`src/rtl/peak_ctrl_pkg.sv`:
```
// rtl/peak_ctrl_pkg.sv - shared FSM state type and default widths for the peak capture controller
package peak_ctrl_pkg;

  localparam int DATA_W_DEF = 8;
  localparam int TS_W_DEF   = 16;
  localparam int HOLD_W_DEF = 8;
  localparam int CNT_W_DEF  = 8;
  localparam int TO_W_DEF   = 16;

  typedef enum logic [2:0] {
    S_IDLE    = 3'd0,
    S_CLEAR   = 3'd1,
    S_WAIT    = 3'd2,
    S_HOLDOFF = 3'd3,
    S_DONE    = 3'd4
  } state_t;

endpackage

```
`src/rtl/peak_out_slot.sv`:
```
// rtl/peak_out_slot.sv - single-entry valid/ready result register, load wins over drain, sticky overflow
module peak_out_slot #(
  parameter int DATA_W = 8,
  parameter int TS_W   = 16
) (
  input  logic              clk,
  input  logic              i_rst_n,
  input  logic              i_clr,
  input  logic              i_load,
  input  logic [DATA_W-1:0] i_data,
  input  logic [TS_W-1:0]   i_time,
  input  logic              i_ready,
  output logic              o_valid,
  output logic [DATA_W-1:0] o_data,
  output logic [TS_W-1:0]   o_time,
  output logic              o_overflow
);

  logic              r_valid;
  logic [DATA_W-1:0] r_data;
  logic [TS_W-1:0]   r_time;
  logic              r_ovf;
  logic              w_drop;

  // A load only loses when the slot is full and nobody is draining it this cycle.
  assign w_drop = i_load && r_valid && !i_ready;

  // Slot contents: load (including load-during-drain) first, plain drain otherwise.
  always_ff @(posedge clk or negedge i_rst_n) begin
    if (!i_rst_n) begin
      r_valid <= 1'b0;
      r_data  <= '0;
      r_time  <= '0;
    end else if (i_load && !w_drop) begin
      r_valid <= 1'b1;
      r_data  <= i_data;
      r_time  <= i_time;
    end else if (r_valid && i_ready) begin
      r_valid <= 1'b0;
    end
  end

  // Sticky drop flag, cleared only when a new session is armed.
  always_ff @(posedge clk or negedge i_rst_n) begin
    if (!i_rst_n)    r_ovf <= 1'b0;
    else if (i_clr)  r_ovf <= 1'b0;
    else if (w_drop) r_ovf <= 1'b1;
  end

  assign o_valid    = r_valid;
  assign o_data     = r_data;
  assign o_time     = r_time;
  assign o_overflow = r_ovf;

endmodule

```
`src/rtl/peak_capture_ctrl.sv`:
```
// rtl/peak_capture_ctrl.sv - PeakDetector session sequencer; optional timeout under PEAK_CTRL_TIMEOUT_EN
module peak_capture_ctrl
  import peak_ctrl_pkg::*;
#(
  parameter int DATA_W = DATA_W_DEF,
  parameter int TS_W   = TS_W_DEF,
  parameter int HOLD_W = HOLD_W_DEF,
  parameter int CNT_W  = CNT_W_DEF
`ifdef PEAK_CTRL_TIMEOUT_EN
  ,
  parameter int TO_W   = TO_W_DEF
`endif
) (
  input  logic              clk,
  input  logic              rst,
  input  logic              arm,
  input  logic              abort,
  input  logic [DATA_W-1:0] cfgMinLevel,
  input  logic [HOLD_W-1:0] cfgHoldoff,
  input  logic [CNT_W-1:0]  cfgNumPeaks,
  output logic              pdRst,
  output logic              pdEnable,
  output logic [DATA_W-1:0] pdMinLevel,
  input  logic              pkDetected,
  input  logic [DATA_W-1:0] pdDOut,
  output logic              peakValid,
  input  logic              peakReady,
  output logic [DATA_W-1:0] peakData,
  output logic [TS_W-1:0]   peakTime,
  output logic              busy,
  output logic              done,
  output logic              overflow
`ifdef PEAK_CTRL_TIMEOUT_EN
  ,
  input  logic [TO_W-1:0]   cfgTimeout,
  output logic              timedOut
`endif
);

  state_t            r_state;
  state_t            w_next;
  logic [DATA_W-1:0] r_min_level;
  logic [HOLD_W-1:0] r_holdoff;
  logic [HOLD_W-1:0] r_hold_cnt;
  logic [CNT_W-1:0]  r_num_peaks;
  logic [CNT_W-1:0]  r_cnt;
  logic [CNT_W-1:0]  w_cnt_inc;
  logic [TS_W-1:0]   r_ts;
  logic              r_done;
  logic              w_arm_ok;
  logic              w_peak;
  logic              w_cnt_hit;
  logic              w_hold_end;
  logic              w_to_hit;

  assign w_arm_ok   = (r_state == S_IDLE) && arm && !abort;
  assign w_peak     = (r_state == S_WAIT) && pkDetected && !abort;
  assign w_cnt_inc  = r_cnt + CNT_W'(1);
  assign w_cnt_hit  = (r_num_peaks != '0) && (w_cnt_inc == r_num_peaks);
  assign w_hold_end = (r_hold_cnt == r_holdoff - HOLD_W'(1));

`ifdef PEAK_CTRL_TIMEOUT_EN
  logic [TO_W-1:0] r_timeout;
  logic [TO_W-1:0] r_to_cnt;
  logic            r_timed_out;

  assign w_to_hit = (r_state == S_WAIT) && !pkDetected && (r_timeout != '0) &&
                    (r_to_cnt == r_timeout - TO_W'(1));
  assign timedOut = r_timed_out;

  // WAIT-cycle counter restarts on every WAIT entry and after every accepted peak.
  always_ff @(posedge clk or negedge rst) begin
    if (!rst) begin
      r_timeout   <= '0;
      r_to_cnt    <= '0;
      r_timed_out <= 1'b0;
    end else begin
      if (w_arm_ok) begin
        r_timeout   <= cfgTimeout;
        r_timed_out <= 1'b0;
      end else if (w_to_hit && !abort) begin
        r_timed_out <= 1'b1;
      end
      if (r_state == S_WAIT && !pkDetected) r_to_cnt <= r_to_cnt + TO_W'(1);
      else                                  r_to_cnt <= '0;
    end
  end
`else
  assign w_to_hit = 1'b0;
`endif

  // State register.
  always_ff @(posedge clk or negedge rst) begin
    if (!rst) r_state <= S_IDLE;
    else      r_state <= w_next;
  end

  // Next-state and detector/session outputs decoded from the current state.
  always_comb begin
    w_next   = r_state;
    pdRst    = 1'b0;
    pdEnable = 1'b0;
    busy     = (r_state != S_IDLE);
    case (r_state)
      S_IDLE:    if (arm) w_next = S_CLEAR;
      S_CLEAR: begin
        pdRst  = 1'b1;
        w_next = S_WAIT;
      end
      S_WAIT: begin
        pdEnable = 1'b1;
        if (pkDetected) begin
          if (w_cnt_hit)              w_next = S_DONE;
          else if (r_holdoff != '0)   w_next = S_HOLDOFF;
        end else if (w_to_hit) begin
          w_next = S_DONE;
        end
      end
      S_HOLDOFF: if (w_hold_end) w_next = S_WAIT;
      S_DONE:    w_next = S_IDLE;
      default:   w_next = S_IDLE;
    endcase
    if (abort) w_next = S_IDLE;
  end

  // Session datapath: config latch, timestamp, peak count, holdoff timer, done pulse.
  always_ff @(posedge clk or negedge rst) begin
    if (!rst) begin
      r_min_level <= '0;
      r_holdoff   <= '0;
      r_num_peaks <= '0;
      r_cnt       <= '0;
      r_ts        <= '0;
      r_hold_cnt  <= '0;
      r_done      <= 1'b0;
    end else begin
      r_done <= (r_state == S_DONE) && !abort;
      if (w_arm_ok) begin
        r_min_level <= cfgMinLevel;
        r_holdoff   <= cfgHoldoff;
        r_num_peaks <= cfgNumPeaks;
        r_cnt       <= '0;
        r_ts        <= '0;
      end else if ((r_state == S_WAIT || r_state == S_HOLDOFF) && r_ts != '1) begin
        r_ts <= r_ts + TS_W'(1);
      end
      if (w_peak) r_cnt <= w_cnt_inc;
      if (r_state == S_HOLDOFF) r_hold_cnt <= r_hold_cnt + HOLD_W'(1);
      else                      r_hold_cnt <= '0;
    end
  end

  assign pdMinLevel = r_min_level;
  assign done       = r_done;

  peak_out_slot #(
    .DATA_W (DATA_W),
    .TS_W   (TS_W)
  ) u_slot (
    .clk        (clk),
    .i_rst_n    (rst),
    .i_clr      (w_arm_ok),
    .i_load     (w_peak),
    .i_data     (pdDOut),
    .i_time     (r_ts),
    .i_ready    (peakReady),
    .o_valid    (peakValid),
    .o_data     (peakData),
    .o_time     (peakTime),
    .o_overflow (overflow)
  );

endmodule

```
`config.mk`:
```
export PLATFORM = sky130hd
export DESIGN_NAME = peak_capture_ctrl
export DESIGN_NICKNAME = d
export VERILOG_FILES = /design/src/rtl/peak_ctrl_pkg.sv /design/src/rtl/peak_out_slot.sv /design/src/rtl/peak_capture_ctrl.sv
export SDC_FILE = /design/constraint.sdc
export NUM_CORES = 1
export LEC_CHECK = 0
export ABC_AREA = 0
export CORE_MARGIN = 2
export CORE_UTILIZATION = 50
export CTS_CLUSTER_SIZE = 12
export DETAILED_ROUTE_END_ITERATION = 6
export PLACE_DENSITY = 0.77
export SLEW_MARGIN = 20
export SYNTH_ARGS = -nofsm -noshare
export SYNTH_HDL_FRONTEND = slang
export SYNTH_SLANG_ARGS = --single-unit
```
`constraint.sdc`:
```
create_clock -name clk -period 4.6 [get_ports clk]
set_input_delay 0.92 -clock clk [delete_from_list [all_inputs] [get_ports clk]]
set_output_delay 0.92 -clock clk [all_outputs]
set_load 0.03 [all_outputs]
```
# After elaboration in Yosys (flattened, before gate mapping)
# Cells that the tools add are included.
[word_totals]
inputBits = 38
output_inout_bits = 38
ff_bits = 86
wordCells = 69
[op_classes]
n_reduce_logical = 24
addsub = 4
n_mux = 18
n_eq_ne = 11
[op_table]
columns = ["operator", "count"]
rows = [
  ["$mux 16", 2],
  ["$mux 8", 3],
  ["$mux 3", 6],
  ["$add 16x1->16 const B", 1],
  ["$add 8x1->8 const B", 2],
  ["$eq 8x8->1", 2],
  ["$ne 16x16->1 const B", 1],
  ["$reduce_bool 8->1", 2],
  ["$pmux 3 s4", 1],
  ["$logic_and 1x1->1", 11],
  ["$ne 3x3->1 const B", 3],
  ["$reduce_bool 2->1", 4],
  ["$sub 8x1->8 const B", 1],
  ["$eq 3x2->1 const B", 2],
  ["$mux 1", 6],
  ["$ne 4x4->1 const B", 1],
  ["$reduce_and 4->1", 1],
  ["$eq 3x1->1 const B", 1],
  ["$eq 3x3->1 const B", 1],
  ["$logic_not 1->1", 3],
  ["$logic_not 3->1", 1],
  ["$reduce_bool 3->1", 1],
  ["$logic_or 1x1->1", 1],
]

# Logic depth before layout (Yosys ltp)
[depth]
depth_word = 8
ltp_mapped = 8
depth_no_buf = 8

# Cells and area by module
# A second synthesis with hierarchy kept.
[hier_totals]
cells_unflattened = 358
hier_area_um2 = 4150.2
[modules_own_cells]
columns = ["mod", "cells_per_inst", "seq_area_each_um2", "area_each_um2", "instances"]
rows = [
  ["peak_capture_ctrl", 300, 1501.4, 3067.9, 1],
  ["peak_out_slot", 58, 650.6, 1082.3, 1],
]

# Worst setup path before layout
# No wires, ideal clock.
[synth_timing]
kind = "register to register"
start = "register r_holdoff[0]"
end = "register r_state[0]"
required_ns = 4.469
n_path_buf = 0
slack_ns = 2.294
path_stages_with_launch = 9
arrival_time_ns = 2.175
synth_period_minus_slack_ns = 2.306
setup_time_ns = 0.131
cell_sequence = "dfrtp_1 inv_1 ha_1 or3b_1 or3_1 xnor2_1 a2111oi_4 nor3_1 or3_1"
[synth_between]
elab_chain_cells = 4
word_cells_on_any_way = 6
cone_classes = "add/sub (1); eq/ne (3); reduce/logical (2)"
[synth_rtl]
columns = ["item", "line", "text"]
rows = [
  ["from (decl)", "peak_capture_ctrl.sv:43", "logic [HOLD_W-1:0] r_holdoff;"],
  ["from (signal assigned)", "peak_capture_ctrl.sv:140", "r_holdoff <= cfgHoldoff;"],
  ["$sub 8x1->8", "peak_capture_ctrl.sv:60", "assign w_hold_end = (r_hold_cnt == r_holdoff - HOLD_W'(1));"],
  ["$eq 8x8->1", "peak_capture_ctrl.sv:60", ""],
  ["$ne 3x3->1 (no source line)", "--", ""],
  ["$reduce_and 4->1 (no source line) (*)", "--", ""],
  ["to (signal assigned)", "peak_capture_ctrl.sv:95", "else r_state <= w_next;"],
  ["to (decl)", "peak_capture_ctrl.sv:40", "state_t r_state;"],
]
# Every way passes the cells marked *; elsewhere a longest branch is shown, timed or not.
# A chain may end at the register's enable or synchronous reset.

# Worst setup path in the final report
[layout_timing]
start = "input port abort"
end = "register r_cnt[3]"
[layout_between]
elab_chain_cells = 3
word_cells_on_any_way = 5
cone_classes = "mux (1); reduce/logical (4)"
[layout_rtl]
columns = ["item", "line", "text"]
rows = [
  ["from (decl)", "peak_capture_ctrl.sv:17", "input logic abort,"],
  ["$logic_not 1->1 (*)", "peak_capture_ctrl.sv:56, peak_capture_ctrl.sv:57", ""],
  ["$logic_and 1x1->1 (on tied branches)", "peak_capture_ctrl.sv:57, peak_capture_ctrl.sv:56", ""],
  ["$mux 8 or $reduce_bool 2->1 (tied branches)", "--", ""],
  ["to (signal assigned)", "peak_capture_ctrl.sv:147", "if (w_peak) r_cnt <= w_cnt_inc;"],
  ["to (decl)", "peak_capture_ctrl.sv:46", "logic [CNT_W-1:0] r_cnt;"],
]
# Marks and branches as above.

==> results.py <==
metrics = {
    "die": {
        "io_pins": 76,
        "start_util": 0.510,
        "die_w_um": 95.1,
        "die_h_um": 95.1,
        "core_um2": 8130,
        "dieArea_um2": 9040,
        "row_count": 33,
    },
    "logic_synthesis": {
        "synth_area_leaders": "dfrtp_1 (52%), nand2_1 (7.4%), mux2_2 (6.5%), xor2_1 (3.8%), nor2_1 (3.6%)",
        "yosys.area.top_type": "dfrtp_1",
        "synth_cells": 415,
        "yosysTopAreaCellShare": 0.519,
        "synth_warnings": 0,
        "netlist_area_um2": 4150,
        "synth_edf_count": 0,
        "synthArstFlopShare": 1.00,
        "ys_seq_elements": 86,
        "ys_seq_area_frac": 0.519,
        "synth_flop_cell": "dfrtp_1",
        "postSynthAreaPerCell_um2": 10.0,
        "synth_fp_nets": 457,
        "ys_types": 53,
    },
    "grt": {
        "met1_usage": 0.294,
        "grt_pass1_vias": 3089,
        "grt_max_degree": 87,
        "grt_use_total": 0.211,
        "antenna_found_initial": 0,
        "busiest_layer": "met2",
        "use_met3": 0.0593,
        "grtUsageMet2": 0.327,
        "grt_pass1_wl_mm": 15.0,
        "grt_overflow": 0,
    },
    "sta": {
        "hold_violations": 0,
        "maxSlewHeadroom": 0.357,
        "tightest_slew_ps": 962,
        "slew_viol_final": 0,
        "timing.final.crit_period_ps": 2790,
        "setup_viol": 0,
        "fin_crit_sh": 0.608,
        "timing.hold.ws_ps": 487,
        "finClkSkew_ps": 12.5,
        "max_freq_mhz": 358,
        "rsz0062_at_grt": "no",
        "tns_ps": 0,
    },
    "clock_tree": {
        "cts_hold_buf": 0,
        "clk_pin_slew_ps": 80,
        "cts_setup_buffers": 0,
        "clkLatencyLatePin_ps": 360,
        "cts_tree": "yes",
        "cts_resized": 0,
        "cts_buffers": 9,
        "cts_buffer_depth": 2,
        "cts-htree-levels": 3,
        "root_buffer": "clkbuf_8",
        "clkSinkCount": 86,
    },
    "critical_path": {
        "timing.rr.start": "r_cnt[0]",
        "critPathLaunchType": "input port",
        "rrSetupSlack_ps": 2030,
        "worstSetupEndpointType": "register",
        "required_ps": 4820,
        "worst-setup-path-type": "input port to register",
        "crit_end": "r_cnt[3]",
        "crit_start": "abort",
        "cp_data_arrival_time_ps": 3020,
        "crit_fanout": 21,
        "worst-r2r-cell-count": 7,
        "reg2reg_to": "r_state[0]",
    },
    "drt": {
        "drt-initial-drc-count": 208,
        "drtAntennaViolNets": 0,
        "drc": 0,
        "dr_total_vias": 3197,
        "wl_mm": 8.92,
        "routed_via_density": 5.35,
        "avgRoutedWirePerCell_um": 14.9,
        "drt_first_pass_iters": 4,
    },
    "pwr": {
        "leakagePower_nw": 2.36,
        "powerDensity_nw_per_um2": 555,
        "ir_worst_vdd_mv": 0.338,
    },
    "cells_and_area": {
        "fin_cells": 598,
        "final_util": 0.640,
        "nets": 530,
        "most-common-layout-cells": "dfrtp_1 (86), nand2_1 (82), clkdlybuf4s50_1 (74), nor2_1 (39), mux2_2 (24)",
        "multi_input_area_um2": 1900,
        "regArea_um2": 2150,
        "antenna-diode-count": 0,
        "drive_above_1_share": 0.112,
        "fillCellCount": 656,
        "area.growth.synth_to_final_pct": 25.4,
        "final_common_cell": "dfrtp_1",
    },
    "placement": {
        "port_buffers": 75,
        "placed_cells": 582,
        "place_congestion": 0.832,
        "dp_hpwl_mm": 6.23,
    },
    "run": {
        "maxCapViolCount": 0,
    },
    "worst_hold_path": {
        "hold_depth": 2,
        "hold_path_class": "register to register",
    },
    "outcome": {
        "status": "finished, final reports clean",
    },
}
## logic make-up after synthesis
group | count (synthesis) | share of synthesized area
buffers and inverters | 23 | 0.0238
XOR/XNOR | 33 | 0.0697
AO/OA/AOI/OAI | 49 | 0.0853
multiplexers | 25 | 0.0676
flip-flops | 86 | 0.519
adder cells (fa/ha/maj) | 4 | 0.0121
AND/OR/NAND/NOR | 195 | 0.223
## final cells by class
type | instances | share of cell area
clock inverters | 6 | 0.0147
clock buffers | 10 | 0.0265
inverters | 6 | 0.00433
flip-flops and latches | 86 | 0.414
repair buffers | 79 | 0.150
well taps | 105 | 0.0253
multi-input cells | 306 | 0.365
## worst min-delay path by stage
| stage | startpoint | endpoint | slack, ps |
|---|---|---|---|
| 2_1_floorplan | r_num_peaks[1] | r_num_peaks[1] | 470 |
| 3_3_place_gp | pdMinLevel[2] | pdMinLevel[2] | 460 |
| 3_5_place_dp | pdMinLevel[1] | pdMinLevel[1] | 470 |
| 4_1_cts | pdMinLevel[0] | pdMinLevel[0] | 490 |
| 5_1_grt | pdMinLevel[6] | pdMinLevel[6] | 520 |
| 6_report | pdMinLevel[1] | pdMinLevel[1] | 490 |
## critical path, cell delays in order
cell and delay, ps:
clkdlybuf4s50_1 470, nor2_1 280, and3_1 710, nor2_1 300, o21ai_0 230, o31ai_1 90
## registers in the layout, summed over array words and instances, names as in the netlist
signal and cells:
r_cnt 8, r_num_peaks 8, u_slot.o_overflow 1, u_slot.o_data 8, u_slot.o_valid 1, u_slot.o_time 16, r_hold_cnt 8, r_holdoff 8
pdMinLevel 8, r_ts 16, done 1, r_state 3
## power breakdown
group / total (mW) / internal, mW / switching (mW)
combinational: 1.16 / 0.522 / 0.636
clock: 0.567 / 0.276 / 0.291
sequential: 1.16 / 0.965 / 0.199
total: 2.89 / 1.76 / 1.13
## stage by stage
stage / power, mW / setup slack, ps / area [µm²]
4_1_cts: 2.92 / 1820 / 5200
2_1_floorplan: 1.89 / 2290 / 4150
3_5_place_dp: 2.34 / 1430 / 4980
5_1_grt: 3.07 / 1620 / 5200
3_3_place_gp: 2.31 / 1560 / 4980
6_report: 2.89 / 1810 / 5200
## per-layer routing
metal | share of wire | up-vias | routed length (µm)
met3 | 0.051 | 8 | 457
met2 | 0.48 | 67 | 4250
li1 | - | 1582 | -
met4 | 0.010 | 0 | 93
met1 | 0.46 | 1540 | 4120
met5 | 0 | - | 0
## synth_stat cells (2+ instances only)
master / instances
a2111oi_4: 2
a211oi_1: 4
a21oi_1: 6
a31oi_1: 3
and2_1: 2
and3_1: 13
and4_1: 2
buf_2: 2
clkbuf_1: 14
dfrtp_1: 86
ha_1: 4
inv_1: 6
mux2_2: 24
nand2_1: 82
nand2b_1: 3
nand3_1: 16
nand4_1: 5
nor2_1: 40
nor2b_1: 2
nor3_1: 7
nor3b_1: 2
nor4_1: 3
o21ai_0: 19
o31ai_1: 3
o41ai_1: 2
or3_1: 5
xnor2_1: 15
xor2_1: 18
(Power assumes the default switching activity.)
